`config.mk`:
```
export PLATFORM = sky130hd
export DESIGN_NAME = carry_select_adder_pipe
export DESIGN_NICKNAME = d
export VERILOG_FILES = /design/src/rtl/carry_select_adder_pipe_pkg.sv /design/src/rtl/csa_block_add.sv /design/src/rtl/multiplexer_2to1.sv /design/src/rtl/multiplexer_N_2to1.sv /design/src/rtl/carry_select_adder_pipe.sv
export SDC_FILE = /design/constraint.sdc
export NUM_CORES = 1
export LEC_CHECK = 0
export ABC_CLOCK_PERIOD_IN_PS = 1500
export BUFFER_PORTS_ARGS = -buffer_cell sky130_fd_sc_hd__buf_2
export CORE_UTILIZATION = 48
export CTS_CLUSTER_SIZE = 12
export DETAILED_ROUTE_END_ITERATION = 6
export PLACE_DENSITY_LB_ADDON = 0.1
export REMOVE_ABC_BUFFERS = 1
export SYNTH_ARGS = -nofsm -noshare
export SYNTH_HDL_FRONTEND = slang
export SYNTH_HIERARCHICAL = 1
export SYNTH_SLANG_ARGS = --single-unit
```
`constraint.sdc`:
```
create_clock -name clk -period 1.5 [get_ports clk]
set_input_delay 0.075 -clock clk [delete_from_list [all_inputs] [get_ports clk]]
set_output_delay 0.075 -clock clk [all_outputs]
set_load 0.02 [all_outputs]
```
`src/rtl/carry_select_adder_pipe_pkg.sv`:
```
// Shared constants for the carry-select adder family: default operand width
// and the rule that places the low/high split at the midpoint.
package carry_select_adder_pipe_pkg;

  // Default operand width; legal widths are even and at least 4.
  localparam int CSA_N_DEFAULT = 8;

  // Split point between the low (ripple) block and the high (selected) block.
  function automatic int csa_half(input int n);
    return n / 2;
  endfunction

endpackage

```
`src/rtl/csa_block_add.sv`:
```
// W-bit adder block with carry-in and carry-out; the building block of the
// low half and of both speculative high halves.
module csa_block_add #(
  parameter int W = 4
) (
  input  logic [W-1:0] a,
  input  logic [W-1:0] b,
  input  logic         cin,
  output logic [W-1:0] sum,
  output logic         cout
);

  // Widen by one bit so the carry falls out of the same addition.
  always_comb begin
    {cout, sum} = {1'b0, a} + {1'b0, b} + {{W{1'b0}}, cin};
  end

endmodule

```
`src/rtl/multiplexer_2to1.sv`:
```
// Single-bit 2-to-1 multiplexer: y = sel ? d1 : d0.
module multiplexer_2to1 (
  input  logic d0,
  input  logic d1,
  input  logic sel,
  output logic y
);

  // Plain select between the two data bits.
  always_comb begin
    y = sel ? d1 : d0;
  end

endmodule

```
`src/rtl/multiplexer_N_2to1.sv`:
```
// N-bit 2-to-1 multiplexer: y = sel ? d1 : d0.
module multiplexer_N_2to1 #(
  parameter int N = 4
) (
  input  logic [N-1:0] d0,
  input  logic [N-1:0] d1,
  input  logic         sel,
  output logic [N-1:0] y
);

  // Plain select between the two data words.
  always_comb begin
    y = sel ? d1 : d0;
  end

endmodule

```
`src/rtl/carry_select_adder_pipe.sv`:
```
// Two-stage pipelined carry-select adder with valid/ready handshakes.
// Stage 1 adds the low half and both speculative high halves (carry-in 0
// and 1); stage 2 uses the low-half carry to pick the high half and carry-out.
// N must be even and at least 4; H must be left at its default of N/2.
module carry_select_adder_pipe
  import carry_select_adder_pipe_pkg::*;
#(
  parameter int N = CSA_N_DEFAULT,
  parameter int H = csa_half(N)
) (
  input  logic         clk,
  input  logic         rst,
  input  logic         in_valid,
  output logic         in_ready,
  input  logic [N-1:0] a,
  input  logic [N-1:0] b,
  input  logic         cin,
  output logic         out_valid,
  input  logic         out_ready,
  output logic [N-1:0] sum,
  output logic         cout
);

  // Stage-1 combinational results
  logic [H-1:0] lo_sum_next;
  logic         lo_carry_next;
  logic [H-1:0] hi_sum_next   [2];
  logic         hi_carry_next [2];

  // Stage-1 registers
  logic [H-1:0] lo_sum_reg;
  logic         c_lo_reg;
  logic [H-1:0] s0_reg;
  logic [H-1:0] s1_reg;
  logic         k0_reg;
  logic         k1_reg;
  logic         s1_valid_reg;

  // Stage-2 selection and registers
  logic [H-1:0] hi_sel;
  logic         cout_sel;
  logic [N-1:0] sum_reg;
  logic         cout_reg;
  logic         out_valid_reg;

  // Handshake / advance control
  logic         load_s2;
  logic         load_s1;

  // Stage 2 may advance when it is empty or its result is being consumed;
  // stage 1 may advance when it is empty or stage 2 is taking its contents.
  always_comb begin
    load_s2  = !out_valid_reg || out_ready;
    load_s1  = !s1_valid_reg || load_s2;
    in_ready = load_s1 || rst;
  end

  // Low block: real carry-in.
  csa_block_add #(.W(H)) u_add_lo (
    .a    (a[H-1:0]),
    .b    (b[H-1:0]),
    .cin  (cin),
    .sum  (lo_sum_next),
    .cout (lo_carry_next)
  );

  // High blocks: index gi is the speculative carry-in (0 then 1).
  genvar gi;
  generate
    for (gi = 0; gi < 2; gi++) begin : g_hi
      csa_block_add #(.W(H)) u_add_hi (
        .a    (a[N-1:H]),
        .b    (b[N-1:H]),
        .cin  (1'(gi)),
        .sum  (hi_sum_next[gi]),
        .cout (hi_carry_next[gi])
      );
    end
  endgenerate

  // Stage 1 register: capture low sum/carry and both speculative high results.
  always_ff @(posedge clk) begin
    if (rst) begin
      s1_valid_reg <= 1'b0;
    end else if (load_s1) begin
      s1_valid_reg <= in_valid;
      if (in_valid) begin
        lo_sum_reg <= lo_sum_next;
        c_lo_reg   <= lo_carry_next;
        s0_reg     <= hi_sum_next[0];
        s1_reg     <= hi_sum_next[1];
        k0_reg     <= hi_carry_next[0];
        k1_reg     <= hi_carry_next[1];
      end
    end
  end

  // The low-half carry chooses which speculative high half is correct.
  multiplexer_N_2to1 #(.N(H)) u_mux_hi (
    .d0  (s0_reg),
    .d1  (s1_reg),
    .sel (c_lo_reg),
    .y   (hi_sel)
  );

  multiplexer_2to1 u_mux_cout (
    .d0  (k0_reg),
    .d1  (k1_reg),
    .sel (c_lo_reg),
    .y   (cout_sel)
  );

  // Stage 2 register: assemble the final sum and carry-out; held under back-pressure.
  always_ff @(posedge clk) begin
    if (rst) begin
      out_valid_reg <= 1'b0;
      sum_reg       <= '0;
      cout_reg      <= 1'b0;
    end else if (load_s2) begin
      out_valid_reg <= s1_valid_reg;
      if (s1_valid_reg) begin
        sum_reg  <= {hi_sel, lo_sum_reg};
        cout_reg <= cout_sel;
      end
    end
  end

  assign out_valid = out_valid_reg;
  assign sum       = sum_reg;
  assign cout      = cout_reg;

endmodule

```
Word-level counts from Yosys, hierarchy flattened
Index checks and enable logic that the tools add are counted.

cells by class
  reduce and logical (&&, ||, !) cells = 7
  multiplexer cells = 2
  add/sub/neg operators = 4
  bitwise gates (word level) = 1

operator list
  cell                 count
  $add 4x4->5          2
  $add 5x1->5          1
  $add 5x1->5 const B  1
  $mux 4               1
  $logic_or 1x1->1     3
  $reduce_and 3->1     1
  $logic_not 1->1      2
  $reduce_and 2->1     1
  $mux 1               1
  $not 1->1            1

word-level totals
  flip-flop bits (word level) = 26

Longest topological paths before layout
  depth after elaboration = 4
  mapped depth = 6
  depth with buffers taken out = 6

By module
The synthesis kept the hierarchy.

by module, submodules not included
  module                   cells each  area an instance (um2)  seq. area each (um2)  instances
  carry_select_adder_pipe  67          957.2                   670.6                 1
  csa_block_add            16          143.9                   0.0                   3
  multiplexer_N_2to1       4           45.0                    0.0                   1
  multiplexer_2to1         1           15.0                    0.0                   1

Worst setup path after synthesis
OpenSTA, ideal clock, no wires.

  path kind = register to register
  from = register out_valid_reg, in the netlist out_valid
  to = register c_lo_reg, enable pin
  data required time = 1.108 ns
  library setup time = 0.392 ns
  data arrival time = 1.321 ns
  buffers on the path = 0
  cell stages (with the launch flop) = 3
  path slack = -0.213 ns
  cell sequence = dfxtp_1 nor2b_4 a21oi_1

between the ends
  word-level cells in the longest chain between the ends = 4

ends and longest elaborated chain
  element                            line                            RTL
  start: declaration                 carry_select_adder_pipe.sv:44   logic out_valid_reg;
  start signal: assignment           carry_select_adder_pipe.sv:120  out_valid_reg <= s1_valid_reg;
  $logic_not 1->1                    carry_select_adder_pipe.sv:53   load_s2 = !out_valid_reg || out_ready;
  $logic_or 1x1->1                   carry_select_adder_pipe.sv:53
  $logic_or 1x1->1                   carry_select_adder_pipe.sv:54   load_s1 = !s1_valid_reg || load_s2;
  $reduce_and 3->1 (no source line)  n/a
  end signal: assignment             carry_select_adder_pipe.sv:89   c_lo_reg <= lo_carry_next;
  end: declaration                   carry_select_adder_pipe.sv:32   logic c_lo_reg;

No other way between the ends.
A chain may end at the register's enable or synchronous reset.

Worst setup path in the final report
  from = register out_valid_reg, in the netlist out_valid
  to = register k0_reg, enable pin

between the ends
  word-level cells in the longest chain between the ends = 4

ends and longest elaborated chain
  element                            line                           RTL
  $logic_not 1->1                    carry_select_adder_pipe.sv:53
  $logic_or 1x1->1                   carry_select_adder_pipe.sv:53
  $logic_or 1x1->1                   carry_select_adder_pipe.sv:54
  $reduce_and 3->1 (no source line)  n/a
  end signal: assignment             carry_select_adder_pipe.sv:92  k0_reg <= hi_carry_next[0];
  end: declaration                   carry_select_adder_pipe.sv:35  logic k0_reg;

No other way between the ends.

==> impl_metrics.ini <==
[run_status]
status = complete, but fails checks
failed_checks = design-rule violations

[floorplan]
die_area_um2 = 3240
pin_count = 32
dieWidth_um = 56.9
die_h_um = 56.9
num_rows = 19
start_util_pct = 51.7
core_um2 = 2810

[global_route]
grt_first_pass_wirelength_mm = 3.47
grt_pass1_vias = 888
grtUsageTotal_pct = 13.9
grt_overflow = 0
grt_max_degree = 22
antenna_found_initial = 0

[yosys]
synth_edf_count = 15
syn_area_um2 = 1450
ys_top_cells_by_area = edfxtp_1, dfxtp_1, nand2b_1
ys.flop_type = edfxtp_1
yosysTopAreaCell = edfxtp_1
synthArstFlopShare_pct = 0
yosys_warnings = 6
ys_seq_area_share_pct = 46.3
yosys.cell_types.count = 22
synth_cells = 120
synth.avg_cell_area_um2 = 12.1
yosys_register_bits = 26
yosys.area.top_type_share_pct = 31.1

[cts]
cts-htree-levels = 1
cts-root-buf = clkbuf_4
cts_tree = done
clk_pin_slew_worst_paths_ns = 0.13
cts_inserted_buffers = 3
insertion_delay_ns = 0.31
cts.sinks = 26
cts.path.max_buffers = 2
cts_setup_buffers = 0

[sta]
rsz0062_at_grt = false
slew_viol_final = 0
fin_worst_skew_ns = 0.00769
setup_tns_ns = 0
period_needed_ns = 1.17
setup_viol = 0
hold_violations = 0
fin_ws_ns = 0.330
fmax_mhz = 855
period_share_pct = 78.0

[finish]
final-seq-area_um2 = 671
syn_to_final_growth_pct = 18.0
largest_reg_flops = 8
multi_input_area_um2 = 714
nets = 193
final_layout_size_suffix_gt1_share_pct = 30.8
diodes = 0
fillers = 263

[power_and_ir_drop]
p_per_area_nw_per_um2 = 932
power_leakage_nw = 0.770
finalPower_w = 0.00159
vdd_drop_max_mv = 0.385

[critical_path]
crit_path_end_kind = flip-flop
path_cells = nor2b_4 -> a21oi_1 -> buf_4
path_class = reg2reg
cp.arrival_ns = 1.19
critPathLaunchType = flip-flop
path_max_fanout = 15
cp.required_ns = 1.52
crit_slowest_cell = dfxtp_1
cpPeakStageDelay_ns = 0.33

[run]
cap_violations = 0

[placement]
dp_slack_ns = 0.0458
place_congestion = 0.685
hpwl_mm = 1.62
port_buffers = 31

[routing]
wl_mm = 1.98
ant_nets = 0
drt_iter0_markers = 46
viasPerCell = 4.81
dr.pass1.iters = 6
wl_per_cell_um = 10.6
drcViolationCount = 8
vias = 899

[worst_hold_path]
hold_class = in2reg
## Yosys cell counts, types with 3 or more instances
library cell and instances:
o21ai_0 3, nand2b_1 22, nor2_1 3, xnor2_1 6
nor2b_1 3, fa_1 6, inv_1 12, edfxtp_1 15
dfxtp_1 11, mux2i_1 9, ha_1 9, a21o_1 3
a21oi_2 3, mux2_2 4
## area by class of cell
cell class / instances / area share [%]
Sequential cell: 26 / 39.2
Timing Repair Buffer: 35 / 11.0
Tap cell: 31 / 2.27
Inverter: 12 / 2.64
Clock inverter: 1 / 1.76
Multi-Input combinational cell: 79 / 41.8
Clock buffer: 3 / 1.32
## metrics by stage
stage          instance area (um2)  hold WS [ns]  utilization (%)  cells
4_1_cts                       1710        0.0531             60.9    187
2_1_floorplan                 1430         0.147                -    117
6_report                      1710        0.0648             60.9    187
5_1_grt                       1710        0.0682             60.9    187
3_3_place_gp                  1650         0.306             58.7    182
3_5_place_dp                  1650         0.315             58.7    182
## power by group
part / internal [W] / switching [W]
logic: 0.000150 / 0.000149
clock network: 0.000270 / 0.000188
registers: 0.000820 / 0.0000175
## routing by layer
metal | wire, um | vias up | share of wire (%) | track usage (%)
met5 | 0 | - | 0 | 0
met4 | 33 | 0 | 1.7 | 8.36
met3 | 82 | 2 | 4.1 | 1.36
met2 | 969 | 25 | 49 | 25.0
met1 | 892 | 405 | 45 | 16.0
li1 | - | 467 | - | -
## path summary, 6_finish.rpt
path         cells after the start  slack, ns      start         to
max                              3       0.33  out_valid     k0_reg
min                              4       0.06  out_ready  out_valid
max reg2reg                      3       0.33  out_valid     k0_reg
min reg2reg                      2       0.48     sum[6]     sum[6]
## logic make-up after synthesis
| kind of cell | share of synthesized area (%) |
|---|---|
| adders and majority gates | 16.1 |
| DFF | 46.3 |
| xor gates and xnor gates | 3.63 |
| other | 0.518 |
| and+or+nand+nor | 13.6 |
| buffers and inverters | 4.40 |
| AOI/OAI and AO/OA | 5.09 |
| muxes | 10.4 |
## critical path, delay by kind of cell, from the launching register on
family,cells,cell delay [ns]
AND/OR/NAND/NOR,1,0.13
buffers and inverters,1,0.25
flip-flops,1,0.33
AO/OA/AOI/OAI,1,0.16
## what timing repair did
action | CTS | global route
endpoints found under the hold margin | 1 | 0
hold buffers | 1 | 0
resized for setup | 0 | 0
## cells in the final DEF, fill, tap and decap left out, drive strengths merged, types with 5 or more instances in the layout
master	instances
edfxtp	15
inv	12
mux2i	9
nor2b	5
xnor2	6
mux2	5
fa	6
dfxtp	11
ha	9
buf	34
a21oi	5
nand2b	22
No activity file was read; power rests on OpenSTA's default activity.
